[src/rtl/uart_if.sv]
// picorv32 native memory bus slice seen by the UART peripheral.
// The bus master drives the request; the UART answers with ready/rdata.
interface uart_if;
    logic        uart_valid;
    logic [31:0] uart_addr;
    logic [31:0] uart_wdata;
    logic [3:0]  uart_wstrb;
    logic        uart_ready;
    logic [31:0] uart_rdata;

    modport master (
        output uart_valid,
        output uart_addr,
        output uart_wdata,
        output uart_wstrb,
        input  uart_ready,
        input  uart_rdata
    );

    modport slave (
        input  uart_valid,
        input  uart_addr,
        input  uart_wdata,
        input  uart_wstrb,
        output uart_ready,
        output uart_rdata
    );
endinterface

[src/rtl/uart.sv]
// Transmit-only 8N1 UART on the picorv32 native bus.
// Bus writes fill a TX FIFO that a bit-timer FSM drains onto uart_tx.
module uart #(
    parameter int DEFAULT_DIV = 104,
    parameter int FIFO_DEPTH  = 8
) (
    input  logic clk,
    input  logic reset,
    uart_if.slave bus,
    output logic uart_tx
);

    localparam int AW = $clog2(FIFO_DEPTH);
    localparam int CW = AW + 1;

    typedef enum logic [1:0] {
        IDLE,
        START,
        DATA,
        STOP
    } state_t;

    state_t state_q;
    state_t state_d;

    logic [7:0]    mem [FIFO_DEPTH];
    logic [AW-1:0] wptr;
    logic [AW-1:0] rptr;
    logic [CW-1:0] count;
    logic          full;
    logic          empty;
    logic          push;
    logic          pop;

    logic [15:0] div_q;
    logic [15:0] eff_div;
    logic [15:0] frame_div;
    logic [15:0] timer;
    logic        tick;
    logic [7:0]  shreg;
    logic [2:0]  bit_cnt;
    logic        shift_en;
    logic        tx_q;
    logic        tx_d;

    logic        ready_q;
    logic [31:0] rdata_q;
    logic [31:0] rd_val;
    logic [1:0]  sel;
    logic        is_tx_wr;
    logic        stall;
    logic        accept;
    logic        busy;
    logic [31:0] status;
    logic        unused;

    assign sel      = bus.uart_addr[3:2];
    assign is_tx_wr = (sel == 2'd0) && bus.uart_wstrb[0];
    assign full     = (count == CW'(FIFO_DEPTH));
    assign empty    = (count == '0);
    assign stall    = is_tx_wr && full;
    // The ready cycle itself never accepts: the core still holds valid then.
    assign accept   = bus.uart_valid && !ready_q && !stall;
    assign push     = accept && is_tx_wr;

    assign busy   = (state_q != IDLE) || !empty;
    assign status = {16'b0, 8'(count), 5'b0, empty, full, busy};

    assign bus.uart_ready = ready_q;
    assign bus.uart_rdata = rdata_q;
    assign uart_tx        = tx_q;

    assign unused = ^{bus.uart_addr[31:4], bus.uart_addr[1:0],
                      bus.uart_wdata[31:16], bus.uart_wstrb[3:2]};

    always_comb begin
        rd_val = '0;
        unique case (sel)
            2'd1:    rd_val = status;
            2'd2:    rd_val = {16'b0, div_q};
            default: rd_val = '0;
        endcase
    end

    always_ff @(posedge clk or posedge reset) begin
        if (reset) begin
            ready_q <= 1'b0;
            rdata_q <= '0;
            div_q   <= 16'(DEFAULT_DIV);
        end else begin
            ready_q <= accept;
            rdata_q <= accept ? rd_val : '0;
            if (accept && sel == 2'd2) begin
                if (bus.uart_wstrb[0]) div_q[7:0]  <= bus.uart_wdata[7:0];
                if (bus.uart_wstrb[1]) div_q[15:8] <= bus.uart_wdata[15:8];
            end
        end
    end

    always_ff @(posedge clk) begin
        if (push) mem[wptr] <= bus.uart_wdata[7:0];
    end

    always_ff @(posedge clk or posedge reset) begin
        if (reset) begin
            wptr  <= '0;
            rptr  <= '0;
            count <= '0;
        end else begin
            if (push) wptr <= wptr + 1'b1;
            if (pop)  rptr <= rptr + 1'b1;
            unique case ({push, pop})
                2'b10:   count <= count + 1'b1;
                2'b01:   count <= count - 1'b1;
                default: count <= count;
            endcase
        end
    end

    // Divisors below 2 would collapse the bit period, so they clamp to 2.
    assign eff_div = (div_q < 16'd2) ? 16'd2 : div_q;
    assign tick    = (timer == 16'd0);

    always_ff @(posedge clk or posedge reset) begin
        if (reset) state_q <= IDLE;
        else       state_q <= state_d;
    end

    always_comb begin
        state_d  = state_q;
        pop      = 1'b0;
        tx_d     = tx_q;
        shift_en = 1'b0;
        unique case (state_q)
            IDLE: begin
                if (!empty) begin
                    state_d = START;
                    pop     = 1'b1;
                    tx_d    = 1'b0;
                end
            end
            START: begin
                if (tick) begin
                    state_d = DATA;
                    tx_d    = shreg[0];
                end
            end
            DATA: begin
                if (tick) begin
                    if (bit_cnt == 3'd7) begin
                        state_d = STOP;
                        tx_d    = 1'b1;
                    end else begin
                        tx_d     = shreg[1];
                        shift_en = 1'b1;
                    end
                end
            end
            STOP: begin
                if (tick) begin
                    if (!empty) begin
                        state_d = START;
                        pop     = 1'b1;
                        tx_d    = 1'b0;
                    end else begin
                        state_d = IDLE;
                    end
                end
            end
        endcase
    end

    // The divisor is sampled only at frame start so a frame never changes rate.
    always_ff @(posedge clk or posedge reset) begin
        if (reset) begin
            tx_q      <= 1'b1;
            timer     <= '0;
            frame_div <= 16'd2;
            shreg     <= '0;
            bit_cnt   <= '0;
        end else begin
            tx_q <= tx_d;
            if (pop) begin
                shreg     <= mem[rptr];
                frame_div <= eff_div;
                timer     <= eff_div - 16'd1;
                bit_cnt   <= '0;
            end else if (state_q != IDLE) begin
                if (tick) begin
                    timer <= frame_div - 16'd1;
                    if (shift_en) begin
                        shreg   <= shreg >> 1;
                        bit_cnt <= bit_cnt + 3'd1;
                    end
                end else begin
                    timer <= timer - 16'd1;
                end
            end
        end
    end

endmodule

[src/flat_wrapper.sv]
// flat-port wrapper written by rule: the top's interface ports become plain ports
module uart_flat 
#(
    parameter int DEFAULT_DIV = 104,
    parameter int FIFO_DEPTH  = 8
)
  (clk, reset, uart_tx, bus_uart_valid, bus_uart_addr, bus_uart_wdata, bus_uart_wstrb, bus_uart_ready, bus_uart_rdata);
  uart_if bus_i ();
  input  logic clk;
  input  logic reset;
  output logic uart_tx;
  input wire logic [$bits(bus_i.uart_valid)-1:0] bus_uart_valid;
  input wire logic [$bits(bus_i.uart_addr)-1:0] bus_uart_addr;
  input wire logic [$bits(bus_i.uart_wdata)-1:0] bus_uart_wdata;
  input wire logic [$bits(bus_i.uart_wstrb)-1:0] bus_uart_wstrb;
  output wire logic [$bits(bus_i.uart_ready)-1:0] bus_uart_ready;
  output wire logic [$bits(bus_i.uart_rdata)-1:0] bus_uart_rdata;
  assign bus_i.uart_valid = bus_uart_valid;
  assign bus_i.uart_addr = bus_uart_addr;
  assign bus_i.uart_wdata = bus_uart_wdata;
  assign bus_i.uart_wstrb = bus_uart_wstrb;
  assign bus_uart_ready = bus_i.uart_ready;
  assign bus_uart_rdata = bus_i.uart_rdata;
  uart #(.DEFAULT_DIV(DEFAULT_DIV), .FIFO_DEPTH(FIFO_DEPTH)) u_core (.clk(clk), .reset(reset), .bus(bus_i), .uart_tx(uart_tx));
endmodule
[config.mk]
export PLATFORM = sky130hd
export DESIGN_NAME = uart_flat
export DESIGN_NICKNAME = d
export VERILOG_FILES = /design/src/rtl/uart_if.sv /design/src/rtl/uart.sv /design/src/flat_wrapper.sv
export SDC_FILE = /design/constraint.sdc
export NUM_CORES = 1
export LEC_CHECK = 0
export BUFFER_PORTS_ARGS = -buffer_cell sky130_fd_sc_hd__buf_2
export CAP_MARGIN = 20
export CORE_ASPECT_RATIO = 1.75
export CORE_MARGIN = 4
export CORE_UTILIZATION = 30
export CTS_CLUSTER_DIAMETER = 50
export DETAILED_ROUTE_END_ITERATION = 8
export SYNTH_ARGS = -nofsm -noshare
export SYNTH_HDL_FRONTEND = slang
export SYNTH_SLANG_ARGS = --single-unit
[constraint.sdc]
create_clock -name clk -period 4.8 [get_ports clk]
set_clock_uncertainty 0.15 [all_clocks]
set_input_delay 0.24 -clock clk [delete_from_list [all_inputs] [get_ports clk]]
set_output_delay 0.24 -clock clk [all_outputs]
set_load 0.005 [all_outputs]
==> results of run 1 <==
[metal layers]
layer	GRT usage [%]	share of wire, %	vias to the layer above	wire (um)
li1	-	-	2092	-
met1	12.7	36	2247	5560
met2	23.9	58	64	8930
met3	2.79	2.8	20	432
met4	5.37	2.9	0	445
met5	0	0	-	0
[cells in the mapped netlist, types with 9 or more instances]
| cell type | n |
|---|---|
| mux2_2 | 21 |
| a21oi_1 | 26 |
| ha_1 | 16 |
| nor2_1 | 31 |
| edfxtp_1 | 64 |
| a211oi_1 | 9 |
| dfrtp_1 | 84 |
| nand2_1 | 69 |
| mux2i_1 | 14 |
| xnor2_1 | 17 |
| o21ai_0 | 14 |
| mux4_2 | 16 |
| inv_1 | 10 |
| buf_4 | 16 |
| and3_1 | 12 |
| clkbuf_1 | 18 |
[stage by stage]
step	utilization, %	power (mW)
floorplan	-	3.23
global placement	32.5	3.58
detailed placement	32.5	3.61
CTS	35.4	4.83
global route	35.4	5.10
finish	35.4	4.77
[power by group through the flow]
stage / Sequential, mW / Clock, mW / Combinational, mW
6_report: 1.98 / 1.20 / 1.59
3_5_place_dp: 2.01 / 0 / 1.60
2_1_floorplan: 1.85 / 0 / 1.37
5_1_grt: 2.02 / 1.28 / 1.79
3_3_place_gp: 2.01 / 0 / 1.57
4_1_cts: 1.98 / 1.23 / 1.61
[worst reg2reg max path: cells and delay by family (launching register included)]
| family | cells | cell delay (ps) |
|---|---|---|
| simple gates | 2 | 940 |
| buf+inv | 3 | 680 |
| compound gates | 3 | 440 |
| flops | 1 | 410 |
| fa+ha+maj | 1 | 370 |
| mux | 1 | 290 |
| xor+xnor | 1 | 150 |
[flip-flops by register name (all words and copies together), names as in the netlist]
name and cells:
u_core.frame_div 16, u_core.count 4, u_core.mem 64, u_core.bus.uart_rdata 16
u_core.shreg 8, u_core.uart_tx 1, u_core.rptr 3, u_core.wptr 3
u_core.bus.uart_ready 1, u_core.state_q 2, u_core.timer 16, u_core.bit_cnt 3
u_core.div_q 16
[worst min path at each step]
stage	end	slack, ps	cells past startpoint
floorplan	u_core.mem[0][0]$_DFFE_PP_	190	0
global placement	u_core.bus.uart_rdata[0]$_DFF_PP0_	270	2
detailed placement	u_core.bus.uart_rdata[0]$_DFF_PP0_	280	2
CTS	u_core.mem[0][0]$_DFFE_PP_	40	1
global route	u_core.mem[1][0]$_DFFE_PP_	30	1
finish	u_core.mem[0][0]$_DFFE_PP_	50	1
[cell families (layout without fill, tap and decap cells)]
logic type / count (synthesis) / after routing / synth area share (%)
other: 1 / 16 / 0.0530
buffers and inverters: 53 / 111 / 3.93
XOR/XNOR: 20 / 20 / 2.48
AO/OA/AOI/OAI: 89 / 89 / 9.22
flip-flops: 153 / 153 / 58.7
adder cells (fa/ha/maj): 17 / 17 / 3.11
multiplexers: 52 / 52 / 10.6
AND/OR/NAND/NOR: 165 / 165 / 11.9
[what timing repair did]
item / 4_1_cts / 5_1_grt
resized for setup: 0 / 0
hold endpoints to repair: 107 / 0
hold buffers: 16 / 0
[area by class of cell]
| type | count | area, um^2 | area share, % |
|---|---|---|---|
| well taps | 304 | 380 | 4.60 |
| clock buffers | 18 | 429 | 5.19 |
| flip-flops and latches | 153 | 4160 | 50.3 |
| repair buffers | 68 | 450 | 5.45 |
| clock inverters | 13 | 97.6 | 1.18 |
| inverters | 12 | 46.3 | 0.560 |
| multi-input cells | 359 | 2710 | 32.8 |
==> metrics.md, run 1 <==
| Metric | Value |
|---|---|
| Status | finished, final reports clean |
| DRC | 0 |
| Post-synth EDFFs | 64 |
| # fillers | 2312 |
| Inserted Clock Buffers | 17 |
| Final Cell Area | 8270 um^2 |
| Yosys warnings | 0 |
| Worst path top cell family by delay | simple AND/OR/NAND/NOR gates |
| Crit Path Class | reg -> reg |
| Ant. Diodes | 0 |
| Int Pwr | 3.05 mW |
| Clock share of power | 25.1% |
| Synthesis-to-layout area growth | 16.9% |
| GP Congestion | 0.790 |
| Power Dens Cells | 577 nW/um^2 |
| Leak pwr | 3.44 nW |
| Final Max Tran Viols | 0 |
| Critical-path top delay cell | nor3b_1 |
| Reg2reg end | u_core.timer[15]$_DFFE_PP0P_ |
| Pin count of the biggest net entering global routing | 48 |
| Top_reg_cell synth | dfrtp_1 |
| Layout cells sized above 1 | 23.9% |
| Instance count on the critical path | 11 |
| CP cell instances | inv_1 -> ha_1 -> nor3b_1 -> a31oi_4 -> inv_2 -> buf_4 -> mux2_2 -> o211ai_2 -> nor4_2 -> xnor2_1 -> a21oi_1 |
| Beginning of the critical path | u_core.state_q[0]$_DFFE_PP0P_ |
| Peak VDD IR | 0.000254 V |
| Number of antenna violations at the first check in global routing | 0 |
| Row cnt | 74 |
| Part of the power in combinational logic | 33.3% |
| Worst R2R Start | u_core.state_q[0]$_DFFE_PP0P_ |
| Sequential fraction of design power | 41.5% |
| Final worst slack | 1220 ps |
| CTS tree | yes |
| Die extent in y | 211 um |
| GRT Util Overall | 12.5% |
| Slowest stage delay, CP | 570 ps |
| Post-route setup TNS | 0 ps |
| Least-Margin Pin Slew | 1030 ps |
| Drt pass-1 iters | 4 |
| Fmax | 279 MHz |
| Placed insts | 879 |
| Grt total ovfl | 0 |
| Initial core utilization | 30.3% |
| CTS sink count | 153 |
| Die W | 124 um |
| Clk buf depth | 2 |
| Post-synth ARST share | 58.2% |
| Post-synth top area share | 29.7% |
| Post-DP HPWL | 11200 um |
| Detailed Route WL | 15400 um |
| Post-synthesis cell type count | 66 |
| Syn Area/Cell | 12.9 um^2 |
| Area leader, netlist | dfrtp_1 |
| Drt initial violations | 180 |
| Antenna Nets Post-Route | 0 |
| Final hold vios | 0 |
| I/O Pins | 105 |
| H-tree depth | 4 |
| Post-CTS setup buffer count | 0 |
| Mapped cell area | 7070 um^2 |
| Setup-failing EPs final | 0 |
| Unrepaired setup endpoints after global routing | false |
| Startpoint class of the critical path | flip-flop |
| Routed length per instance | 16.6 um |
| Sequential area share after synthesis | 58.7% |
| Nets | 699 |
| Global-route wire length before repair | 24900 um |
| Port Buffers | 40 |
| WHS | 48.4 ps |
| Clk slew on worst S/H paths | 70 ps |
| Die area | 26200 um^2 |
| Crit path to | u_core.timer[15]$_DFFE_PP0P_ |
| Pre-CTS setup slack | 1230 ps |
| Top area cells in the synthesized netlist | dfrtp_1, edfxtp_1, mux4_2 |
| Fin cells | 927 |
| Worst path required time | 4920 ps |
| Most frequent cells in the layout | dfrtp_1, nand2_1, edfxtp_1, buf_2, nor2_1 |
| Core Region | 23300 um^2 |
| R2r worst-path depth | 11 |
| DR vias/cell | 4.77 |
| R2R setup slack | 1220 ps |
| Period minus WS final | 3580 ps |
| Cells after Synth | 550 |
| Post-synthesis register bit count | 153 |
| CP bufs+invs | 3 |
| Switching part of the total | 36.2% |
| Vias in the first global route | 4647 |
| Worst setup EP type | flip-flop |
| Hold Path Class | in -> reg |
| Final worst path period share | 74.7% |
| P_sw | 1.73 mW |
| Root buffer cell | clkbuf_16 |
| HP Start | bus_uart_wdata[0] |
| Vias | 4423 |
| Most common cell after layout, fill and taps aside | dfrtp_1 |
| Clock Latency Late Sink | 430 ps |
| CP arrival | 3700 ps |
| Crit Path Max Fanout | 29 |
| Max-cap violations | 0 |
| Placed Area | 7570 um^2 |
| Max_slew headroom | 31.3% |
(Power assumes the default switching activity.)
==> run 2, diff against run 1 <==
- clock period: 4.8 -> 3 ns (I/O delays scaled with it)
==> metrics.md, run 2 (same netlist as run 1, synthesis figures left out) <==
| Metric | Value |
|---|---|
| Inserted Clock Buffers | 17 (unchanged) |
| Detailed Route WL | 16600 um (+8.1%) |
| Drt pass-1 iters | 4 (unchanged) |
| Slowest stage delay, CP | 410 ps (-160 ps) |
| R2r worst-path depth | 12 (+1) |
| Global-route wire length before repair | 26900 um (+8.2%) |
| Crit Path Class | reg -> reg |
| Clk buf depth | 2 (unchanged) |
| Core Region | 23300 um^2 (unchanged) |
| Final hold vios | 0 (unchanged) |
| Sequential fraction of design power | 35.0% (-6.5 points) |
| I/O Pins | 105 (unchanged) |
| Post-DP HPWL | 12400 um (+11%) |
| Ant. Diodes | 0 (unchanged) |
| Top reg by flops | u_core.mem |
| Peak VDD IR | 0.000502 V (+98%) |
| DR vias/cell | 4.69 (-1.6%) |
| Cell repeated most along the worst path | buf_4 |
| Worst Hold Path Cells | 4 (+3) |
| CTS tree | yes |
| Int Pwr | 5.70 mW (+87%) |
| Pin count of the biggest net entering global routing | 42 (-13%) |
| GRT Util Overall | 13.7% (+1.2 points) |
| GP Congestion | 0.873 (+10%) |
| Power Dens Cells | 974 nW/um^2 (+69%) |
| Final worst path period share | 98.2% (+24 points) |
| Vias | 4690 (+6.0%) |
| Hold Path Class | in -> reg |
| Unrepaired setup endpoints after global routing | true |
| Port Buffers | 40 (unchanged) |
| Final Max Tran Viols | 0 (unchanged) |
| H-tree depth | 4 (unchanged) |
| Critical-path top delay cell | dfrtp_1 |
| CP arrival | 3110 ps (-590 ps) |
| Setup-failing EPs final | 0 (unchanged) |
| Layout cells sized above 1 | 35.1% (+11 points) |
| Routed length per instance | 16.6 um (+0.35%) |
| Most common cell after layout, fill and taps aside | dfrtp_1 |
| Die extent in y | 211 um (unchanged) |
| Die area | 26200 um^2 (unchanged) |
| Least-Margin Pin Slew | 835 ps (-192 ps) |
| Die W | 124 um (unchanged) |
| Max FFs per register | 64 (unchanged) |
| Startpoint class of the critical path | flip-flop |
| Leak pwr | 3.89 nW (+13%) |
| Initial core utilization | 30.3% (unchanged) |
| Switching part of the total | 35.7% (-0.47 points) |
| Fmax | 339 MHz (+22%) |
| Most frequent cells in the layout | dfrtp_1, buf_4, nand2_1, edfxtp_1, buf_2 |
| P_sw | 3.16 mW (+83%) |
| Max_slew headroom | 44.1% (+13 points) |
| CTS sink count | 153 (unchanged) |
| Grt total ovfl | 0 (unchanged) |
| Root buffer cell | clkbuf_16 |
| Vias in the first global route | 4995 (+7.5%) |
| DRC | 0 (unchanged) |
| Clock Latency Late Sink | 420 ps (about the same) |
| Synthesis-to-layout area growth | 28.7% |
| WHS | 32.5 ps (-15.9 ps) |
| Clock share of power | 23.9% (-1.2 points) |
| Antenna Nets Post-Route | 0 (unchanged) |
| Worst path required time | 3160 ps (-1760 ps) |
| Row cnt | 74 (unchanged) |
| Part of the power in combinational logic | 41.1% (+7.8 points) |
| Drt initial violations | 139 (-23%) |
| Number of antenna violations at the first check in global routing | 0 (unchanged) |
| Placed Area | 8130 um^2 (+7.4%) |
| CP cell instances | nor4_4 -> buf_6 -> nor3b_4 -> a31oi_4 -> inv_2 -> buf_4 -> a2111oi_2 -> buf_4 -> o21ai_2 -> nor4_2 -> xnor2_1 -> mux2_2 |
| Nets | 770 (+10%) |
| Worst setup EP type | flip-flop |
| Max-cap violations | 0 (unchanged) |
| Period minus WS final | 2950 ps (-639 ps) |
| # fillers | 2265 (-2.0%) |
| Crit Path Max Fanout | 3 (-90%) |
| Final Cell Area | 9100 um^2 (+10%) |
| Status | finished, final reports clean |
| Clk slew on worst S/H paths | 70 ps (about the same) |
[run 2: layout make-up]
type,count,area (um^2),share of cell area (%)
Clock buffer,18,429,4.72
Clock inverter,14,153,1.68
Inverter,12,46.3,0.509
Multi-Input combinational cell,359,2890,31.7
Sequential cell,153,4160,45.7
Tap cell,304,380,4.18
Timing Repair Buffer,139,1050,11.5
[run 2: routing by layer]
metal  wire length (um)  track usage [%]  part of all wire (%)
met1               5710             13.8                    34
met2               9950             26.3                    60
met3                439             2.14                   2.6
met4                532             7.03                   3.2
met5                  0                0                     0
[run 2: path summary, 6_finish.rpt]
check	start	to	slack (ps)
setup / recovery	u_core.count[3]$_DFFE_PP0P_	u_core.timer[14]$_DFFE_PP0P_	50
max in group asynchronous	reset	u_core.div_q[3]$_DFFE_PP1P_	1820
setup reg to reg	u_core.count[3]$_DFFE_PP0P_	u_core.timer[14]$_DFFE_PP0P_	50
min in group asynchronous	reset	u_core.bus.uart_rdata[11]$_DFF_PP0_	160
hold reg to reg	u_core.frame_div[6]$_DFFE_PP0N_	u_core.frame_div[6]$_DFFE_PP0N_	320
hold / removal	bus_uart_valid	u_core.bus.uart_ready$_DFF_PP0_	30
[run 2: power by group through the flow]
stage               clock network, mW  registers [mW]  logic [mW]
floorplan                           0            2.96        2.33
global placement                    0            3.12        3.34
detailed placement                  0            3.13        3.40
CTS                              2.17            3.10        3.51
global route                     2.25            3.17        4.02
finish                           2.12            3.10        3.64
[run 2: metrics by stage]
stage / util, % / setup slack (ps) / instances / TNS [ps] / total power, mW
final: 39.0 / 54.3 / 999 / 0 / 8.86
after CTS: 38.4 / -32.5 / 992 / -32.5 / 8.78
after global routing: 39.0 / -68.6 / 999 / -102 / 9.44
after global placement: 34.9 / -122 / 939 / -371 / 6.46
after floorplan: - / -175 / 565 / -366 / 5.30
after detailed placement: 34.9 / -102 / 939 / -382 / 6.53
[run 2: worst max-delay path: cells and delay by family, from the launching register on]
family | cells | cell delay [ps]
DFF | 1 | 410
buffers and inverters | 4 | 580
muxes | 1 | 260
xor gates and xnor gates | 1 | 100
AOI/OAI and AO/OA | 3 | 660
and+or+nand+nor | 3 | 660
[run 2: timing repair]
action                     4_1_cts  5_1_grt
setup endpoints to repair       15       19
gates resized for setup          8       21
setup buffers                    4        7
pin swaps                        6       10
hold buffers                    17        0
hold endpoints to repair       108        0
